$ cat config.mk
export PLATFORM = sky130hd
export DESIGN_NAME = jt51_lfo_mc
export DESIGN_NICKNAME = d
export VERILOG_FILES = /design/src/rtl/jt51_lfo_pkg.sv /design/src/rtl/jt51_lfo_shaper.sv /design/src/rtl/jt51_lfo_mc.sv
export SDC_FILE = /design/constraint.sdc
export NUM_CORES = 1
export LEC_CHECK = 0
export CAP_MARGIN = 20
export CORE_MARGIN = 1
export CORE_UTILIZATION = 50
export CTS_CLUSTER_DIAMETER = 120
export CTS_CLUSTER_SIZE = 16
export DETAILED_ROUTE_END_ITERATION = 10
export PLACE_DENSITY = 0.77
export SETUP_SLACK_MARGIN = 0.3
export SLEW_MARGIN = 30
export SYNTH_ARGS = -nofsm -noshare
export SYNTH_HDL_FRONTEND = slang
export SYNTH_SLANG_ARGS = --single-unit
export TNS_END_PERCENT = 50
$ cat constraint.sdc
create_clock -name clk -period 7.92 [get_ports clk]
set_input_delay 1.188 -clock clk [delete_from_list [all_inputs] [get_ports clk]]
set_output_delay 1.188 -clock clk [all_outputs]
set_load 0.005 [all_outputs]
$ cat src/rtl/jt51_lfo_pkg.sv
// Shared types and helpers for the multi-channel JT51 LFO: wave codes,
// config selectors, LFSR seed/taps and the phase-increment shift table.
package jt51_lfo_pkg;

  typedef enum logic [1:0] {
    WAVE_SAW = 2'd0,
    WAVE_SQR = 2'd1,
    WAVE_TRI = 2'd2,
    WAVE_NOI = 2'd3
  } wave_e;

  typedef enum logic {
    ST_IDLE  = 1'b0,
    ST_SWEEP = 1'b1
  } state_e;

  localparam logic [1:0] SEL_FREQ = 2'd0;
  localparam logic [1:0] SEL_AMD  = 2'd1;
  localparam logic [1:0] SEL_PMD  = 2'd2;
  localparam logic [1:0] SEL_WAVE = 2'd3;

  localparam int         LFSR_W     = 15;
  localparam logic [14:0] LFSR_SEED = 15'h1;
  localparam int         LFSR_TAP_A = 14;
  localparam int         LFSR_TAP_B = 13;

  // 5-bit mantissa shifted by up to 15
  localparam int INC_W = 5 + 15;

  function automatic logic [INC_W-1:0] lfo_inc(input logic [7:0] f);
    return INC_W'({1'b1, f[3:0]}) << f[7:4];
  endfunction

  // x^15 + x^14 + 1, Fibonacci form shifting towards the MSB
  function automatic logic [LFSR_W-1:0] lfsr_step(input logic [LFSR_W-1:0] v);
    return {v[LFSR_W-2:0], v[LFSR_TAP_A] ^ v[LFSR_TAP_B]};
  endfunction

endpackage

$ cat src/rtl/jt51_lfo_shaper.sv
// Combinational wave shaping and AM/PM depth scaling for one LFO slot.
module jt51_lfo_shaper
  import jt51_lfo_pkg::*;
#(
  parameter int AMW = 7,
  parameter int PMW = 8
) (
  input  logic [7:0]            p,
  input  wave_e                 wave,
  input  logic [7:0]            noise,
  input  logic [AMW-1:0]        amd,
  input  logic [PMW-2:0]        pmd,
  output logic [AMW-1:0]        am,
  output logic signed [PMW-1:0] pm,
  output logic [PMW-1:0]        pm_u
);

  logic [7:0]            w;
  logic [AMW+7:0]        am_prod;
  logic signed [7:0]     s;
  logic signed [PMW+6:0] pm_prod;

  always_comb begin
    w = p;
    case (wave)
      WAVE_SQR: w = p[7] ? 8'hFF : 8'h00;
      WAVE_TRI: w = p[7] ? ~{p[6:0], 1'b0} : {p[6:0], 1'b0};
      WAVE_NOI: w = noise;
      default:  w = p;
    endcase
  end

  assign am_prod = (AMW+8)'(w) * (AMW+8)'(amd);
  assign am      = AMW'(am_prod >> 8);

  // |s*pmd| < 2^(PMW+6), so PMW+7 signed bits hold the product exactly
  assign s       = $signed(w ^ 8'h80);
  assign pm_prod = (PMW+7)'(s) * (PMW+7)'($signed({1'b0, pmd}));
  assign pm      = PMW'(pm_prod >>> 7);
  assign pm_u    = pm[PMW-1] ? {1'b1, ~pm[PMW-2:0]} : pm;

endmodule

$ cat src/rtl/jt51_lfo_mc.sv
// Time-multiplexed multi-channel LFO: one channel per cen during a sweep.
// Optional feature: define LFO_SYNC_EN for per-channel phase sync via ch_sync.
module jt51_lfo_mc
  import jt51_lfo_pkg::*;
#(
  parameter  int NCH = 4,
  parameter  int PHW = 24,
  parameter  int AMW = 7,
  parameter  int PMW = 8,
  localparam int CW  = $clog2(NCH)
) (
  input  logic                  clk,
  input  logic                  rst_n,
  input  logic                  cen,
  input  logic                  zero,
  input  logic                  lfo_rst,
  input  logic                  cfg_we,
  input  logic [CW-1:0]         cfg_ch,
  input  logic [1:0]            cfg_sel,
  input  logic [7:0]            cfg_din,
  input  logic [NCH-1:0]        ch_sync,
  output logic                  out_vld,
  output logic [CW-1:0]         out_ch,
  output logic [AMW-1:0]        am,
  output logic signed [PMW-1:0] pm,
  output logic [PMW-1:0]        pm_u,
  output logic                  ovr
);

  localparam logic [CW-1:0] LAST = CW'(NCH - 1);

  logic [NCH-1:0][7:0]        freq;
  logic [NCH-1:0][AMW-1:0]    amd;
  logic [NCH-1:0][PMW-2:0]    pmd;
  logic [NCH-1:0][1:0]        wave;

  logic [NCH-1:0][PHW-1:0]    phase;
  logic [NCH-1:0][LFSR_W-1:0] lfsr;

  state_e                     state;
  logic [CW-1:0]              slot;
  logic                       proc;
  logic                       sync_hit;

  logic [PHW-1:0]             ph_cur, ph_nxt, inc;
  logic [LFSR_W-1:0]          lf_cur, lf_nxt;
  logic [AMW-1:0]             sh_am;
  logic signed [PMW-1:0]      sh_pm;
  logic [PMW-1:0]             sh_pm_u;

  // Config writes are not gated by cen; the slot reading the same channel
  // in this cycle still sees the registered (old) value.
  always_ff @(posedge clk or negedge rst_n) begin
    if (!rst_n) begin
      freq <= '0;
      amd  <= '0;
      pmd  <= '0;
      wave <= '0;
    end else if (cfg_we) begin
      case (cfg_sel)
        SEL_FREQ: freq[cfg_ch] <= cfg_din;
        SEL_AMD:  amd[cfg_ch]  <= cfg_din[AMW-1:0];
        SEL_PMD:  pmd[cfg_ch]  <= cfg_din[PMW-2:0];
        default:  wave[cfg_ch] <= cfg_din[1:0];
      endcase
    end
  end

  assign proc = cen && (state == ST_SWEEP);

`ifdef LFO_SYNC_EN
  logic [NCH-1:0] sync_lat;

  // A pulse coinciding with its channel's slot is honoured immediately
  assign sync_hit = sync_lat[slot] | ch_sync[slot];

  always_ff @(posedge clk or negedge rst_n) begin
    if (!rst_n) begin
      sync_lat <= '0;
    end else if (lfo_rst) begin
      sync_lat <= '0;
    end else begin
      sync_lat <= sync_lat | ch_sync;
      if (proc) sync_lat[slot] <= 1'b0;
    end
  end
`else
  logic unused_sync;
  assign unused_sync = ^ch_sync;
  assign sync_hit    = 1'b0;
`endif

  always_comb begin
    ph_cur = sync_hit ? '0 : phase[slot];
    lf_cur = sync_hit ? LFSR_SEED : lfsr[slot];
    inc    = PHW'(lfo_inc(freq[slot]));
    ph_nxt = ph_cur + inc;
    lf_nxt = (ph_nxt[PHW-1 -: 8] != ph_cur[PHW-1 -: 8]) ? lfsr_step(lf_cur) : lf_cur;
  end

  // Outputs reflect the channel's phase at the start of its slot
  jt51_lfo_shaper #(.AMW(AMW), .PMW(PMW)) u_shaper (
    .p     (ph_cur[PHW-1 -: 8]),
    .wave  (wave_e'(wave[slot])),
    .noise (lf_cur[7:0]),
    .amd   (amd[slot]),
    .pmd   (pmd[slot]),
    .am    (sh_am),
    .pm    (sh_pm),
    .pm_u  (sh_pm_u)
  );

  always_ff @(posedge clk or negedge rst_n) begin
    if (!rst_n) begin
      phase   <= '0;
      lfsr    <= {NCH{LFSR_SEED}};
      state   <= ST_IDLE;
      slot    <= '0;
      out_vld <= 1'b0;
      out_ch  <= '0;
      am      <= '0;
      pm      <= '0;
      pm_u    <= '0;
      ovr     <= 1'b0;
    end else if (lfo_rst) begin
      phase   <= '0;
      lfsr    <= {NCH{LFSR_SEED}};
      state   <= ST_IDLE;
      slot    <= '0;
      out_vld <= 1'b0;
      out_ch  <= '0;
      am      <= '0;
      pm      <= '0;
      pm_u    <= '0;
      ovr     <= 1'b0;
    end else begin
      out_vld <= 1'b0;
      if (cen && state == ST_IDLE && zero) begin
        state <= ST_SWEEP;
        slot  <= '0;
      end
      if (proc) begin
        phase[slot] <= ph_nxt;
        lfsr[slot]  <= lf_nxt;
        out_vld     <= 1'b1;
        out_ch      <= slot;
        am          <= sh_am;
        pm          <= sh_pm;
        pm_u        <= sh_pm_u;
        // A tick landing inside a sweep is dropped but remembered
        if (zero) ovr <= 1'b1;
        if (slot == LAST) begin
          state <= ST_IDLE;
          slot  <= '0;
        end else begin
          slot <= slot + 1'b1;
        end
      end
    end
  end

endmodule

==> metrics.md <==
| Metric | Value |
|---|---|
| Status | `finished clean` |
| Internal power | `3920 uW` |
| Synthesized area | `18100 um2` |
| Critical path required time | `8.34 ns` |
| WL final | `42200 um` |
| Crit path DAT | `7.62 ns` |
| First-pass GRT wire length | `just under 70000 um` |
| Top-count cell post-synth | `dfrtp_1` |
| Syn Nets | `~1800` |
| Wire per inst | `19.8 um` |
| Sum Neg Setup Slack | `0 ns` |
| Rel. slew slack | `between 30% and 40%` |
| Share of cells above drive strength 1 | `16.0%` |
| CP cell instances | `mux4_2 -> or2_2 -> a31oi_1 -> nor2_1 -> fa_1 -> inv_1 -> fa_1 -> fa_1 -> inv_1 -> fa_1 -> ha_1 -> and4_1 -> nand4_1 -> or2_2 -> o41ai_4 -> a21oi_2 -> o21ai_4 -> xnor2_4 -> xor2_1 -> xnor2_1 -> a22o_1` |
| Clock Path Buffers | `3` |
| CTS buffer count | `21` |
| Destination of the worst hold path | `am[4]` |
| Initial Util | `roughly half` |
| DR iter-0 viols | `945` |
| Port bufs | `44` |
| Grt total ovfl | `0` |
| Final worst-path cycle share | `slightly above 90%` |
| Largest net degree at the start of global routing | `141` |
| Pleak | `0.00886 uW` |
| CP Capture Type | `register` |
| Slew Limit Fails | `0` |
| Area share of the largest cell type after synthesis | `38.4%` |
| Buf/Inv on CP | `2` |
| CP most frequent cell | `fa_1` |
| Peak VDD IR | `0.000925 V` |
| FILL cells | `roughly 3000` |
| Actual slew at the worst max-slew pin | `0.998 ns` |
| Final routed DRC violation total | `0` |
| Sw power | `2930 uW` |
| Worst reg2reg path startpoint | `slot[0]` |
| Worst-skew pair later-pin latency | `0.53 ns` |
| Row Count | `69` |
| Top FF cell, synth | `dfrtp_1` |
| Routed Antenna Nets | `0` |
| Post-DP HPWL | `28500 um` |
| Hold Buf Count CTS | `0` |
| DRT Pass-1 Iters | `7` |
| Post-CTS Setup Inserts | `0` |
| Seq/Total Area, Yosys | `about two fifths` |
| Clock Power Share | `between 10 and 15%` |
| Root Driver | `clkbuf_16` |
| Max_cap viols | `0` |
| Skew final | `a little over 0.02 ns` |
| Worst hold path depth | `2` |
| Logic gate share of total power | `61.1%` |
| Syn avg cell area | `10.8 um2` |
| CTS clock-pin slew for the worst setup and hold paths | `0.08 ns` |
| Global placer's final weighted congestion | `0.947` |
| Fmax | `around 140 MHz` |
| CP Max Fanout | `14` |
| Cell count after synthesis | `~1700` |
| Top post-synthesis cells by area | `dfrtp_1 (38%), fa_1 (8.0%), mux2_2 (7.8%)` |
| Layout Cells excl Fill | `2133` |
| Area grow syn2layout | `8.63%` |
| Crit Path Class | `reg -> reg` |
| Peak per-stage delay on the critical path | `0.72 ns` |
| Area of the core | `35600 um2` |
| Unique masters post-synth | `69` |
| Reg power frac | `24.5%` |
| Avg Vias per Cell | `roughly 6` |
| CTS tree | `done` |
| Htree depth | `1` |
| Antenna violations before repair | `1` |
| Clock sinks | `281` |
| Synth top cells by count | `dfrtp_1 (277), nand2_1 (142), nor2_1 (127), mux2_2 (125), inv_1 (99)` |
| Vias | `between 10000 and 15000` |
| Sw Ratio | `~43%` |
| Setup crit start kind | `register` |
| Register-to-Register Setup Slack | `0.72 ns` |
| Worst Reg-to-Reg Cells | `21` |
| R2r endpoint | `pm_u[5]` |
| Delay-heaviest family, CP | `adder cells` |
| Power per Cell Area | `349 nW/um2` |
| Die ar. | `between 30000 and 40000 um2` |
| EDFF count, synth | `0` |
| GRT Overall Usage | `23.3%` |
| Minimum clock period | `7.20 ns` |
| Final hold violation count | `0` |
| Seq cells post-synth | `about 280` |
| # setup viols final | `0` |
| Post-CTS Resized | `0` |
| Worst Hold Class | `reg -> reg` |
| Unrepaired setup endpoints after global routing | `no` |
| Slowest CP cell | `mux4_2` |
| Die span in x | `192 um` |
| Placed Cells | `2100` |
| Die height | `192 um` |
| Largest area contributor in the netlist | `dfrtp_1` |
| HP Start | `am[4]` |
| Vias in the first global route | `about 13000` |
| # nets final | `1840` |
| Async SR Flop Fraction | `100%` |
| YS warnings | `0` |
| I/O Pins | `49` |
worst register-to-register path, delay by kind of cell, from the launching register on:
family	cells	cell delay, ns
compound gates	5	1.70
xor+xnor	3	0.51
fa+ha+maj	5	2.18
buf+inv	2	0.13
flops	1	0.60
mux	1	0.73
simple gates	5	1.23
stage by stage:
stage          worst slack [ns]  area, um2  utilization (%)  hold WS (ns)  power [uW]
6_report                  0.719      19600             55.1         0.479        6850
5_1_grt                   0.344      19600             55.1         0.510        7420
3_5_place_dp              0.772      19000             53.5         0.469        5910
2_1_floorplan             0.877      18100                -         0.445        4990
3_3_place_gp              0.874      19000             53.5         0.457        5720
4_1_cts                   0.721      19600             55.1         0.488        6900
worst max-delay path by stage:
stage          startpoint  endpoint  slack [ns]  depth (start not counted)
6_report          slot[0]   pm_u[5]        0.72                         21
3_5_place_dp      slot[0]   pm_u[5]        0.77                         23
3_3_place_gp      slot[0]   pm_u[5]        0.87                         23
2_1_floorplan     slot[1]   pm_u[5]        0.88                         29
4_1_cts           slot[0]   pm_u[5]        0.72                         23
5_1_grt           slot[0]   pm_u[5]        0.34                         26
placed cells by master (no fill, tap or decap), drive strengths merged, types with 7 or more instances in the layout:
cell	Yosys	final
nor2	128	128
mux2i	31	31
clkdlybuf4s50	0	43
a31oi	11	11
a211oi	8	8
mux4	42	42
and3	20	20
nand3	47	47
nand2	142	142
a22o	98	98
a21oi	31	31
mux2	125	125
nand2b	24	24
o21ai	89	89
clkbuf	87	28
xor2	16	16
ha	82	82
buf	19	37
o311ai	44	44
dfrtp	277	277
a21o	18	18
or2	10	10
inv	99	101
fa	72	72
xnor2	45	45
nor2b	16	16
and2	7	7
power groups by stage:
| stage | Clock (uW) | Combinational [uW] | Sequential [uW] |
|---|---|---|---|
| after global routing | 1060 | 4660 | 1690 |
| after floorplan | 0 | 3310 | 1670 |
| after CTS | 1010 | 4220 | 1670 |
| after detailed placement | 0 | 4210 | 1700 |
| final | 988 | 4190 | 1670 |
| after global placement | 0 | 4030 | 1690 |
state kept, by name (all words and copies together), names as in the netlist:
register / flops
phase: 96
lfsr: 60
freq: 32
amd: 28
pmd: 28
pm: 8
wave: 8
am: 7
pm_u: 7
out_ch: 2
slot: 2
out_vld: 1
ovr: 1
state: 1
per-layer routing:
metal	routed length, um	share of wire [%]	vias up	global-route usage (%)
met4	957	2.3	0	6.57
met5	0	0	-	0
met2	20400	48	434	38.7
met3	2360	5.6	64	2.91
li1	-	-	5938	-
met1	18400	44	6674	32.1
cell type report:
| type | instances | area, um2 | share of cell area [%] |
|---|---|---|---|
| timing repair buffer | 80 | 748 | 3.81 |
| clock inverter | 2 | 17.5 | 0.0893 |
| inverter | 99 | 372 | 1.89 |
| clock buffer | 28 | 552 | 2.81 |
| sequential | 281 | 7040 | 35.9 |
| tap | 461 | 577 | 2.94 |
| antenna | 1 | 2.50 | 0.0128 |
| multi-input combinational | 1181 | 10300 | 52.5 |
cell families after synthesis:
group	share of synthesized area, %
multiplexers	14.8
adder cells (fa/ha/maj)	13.7
buffers and inverters	4.44
AND/OR/NAND/NOR	10.8
AO/OA/AOI/OAI	14.1
XOR/XNOR	3.35
flip-flops	39.0
Power figures use the tool's default switching activity.
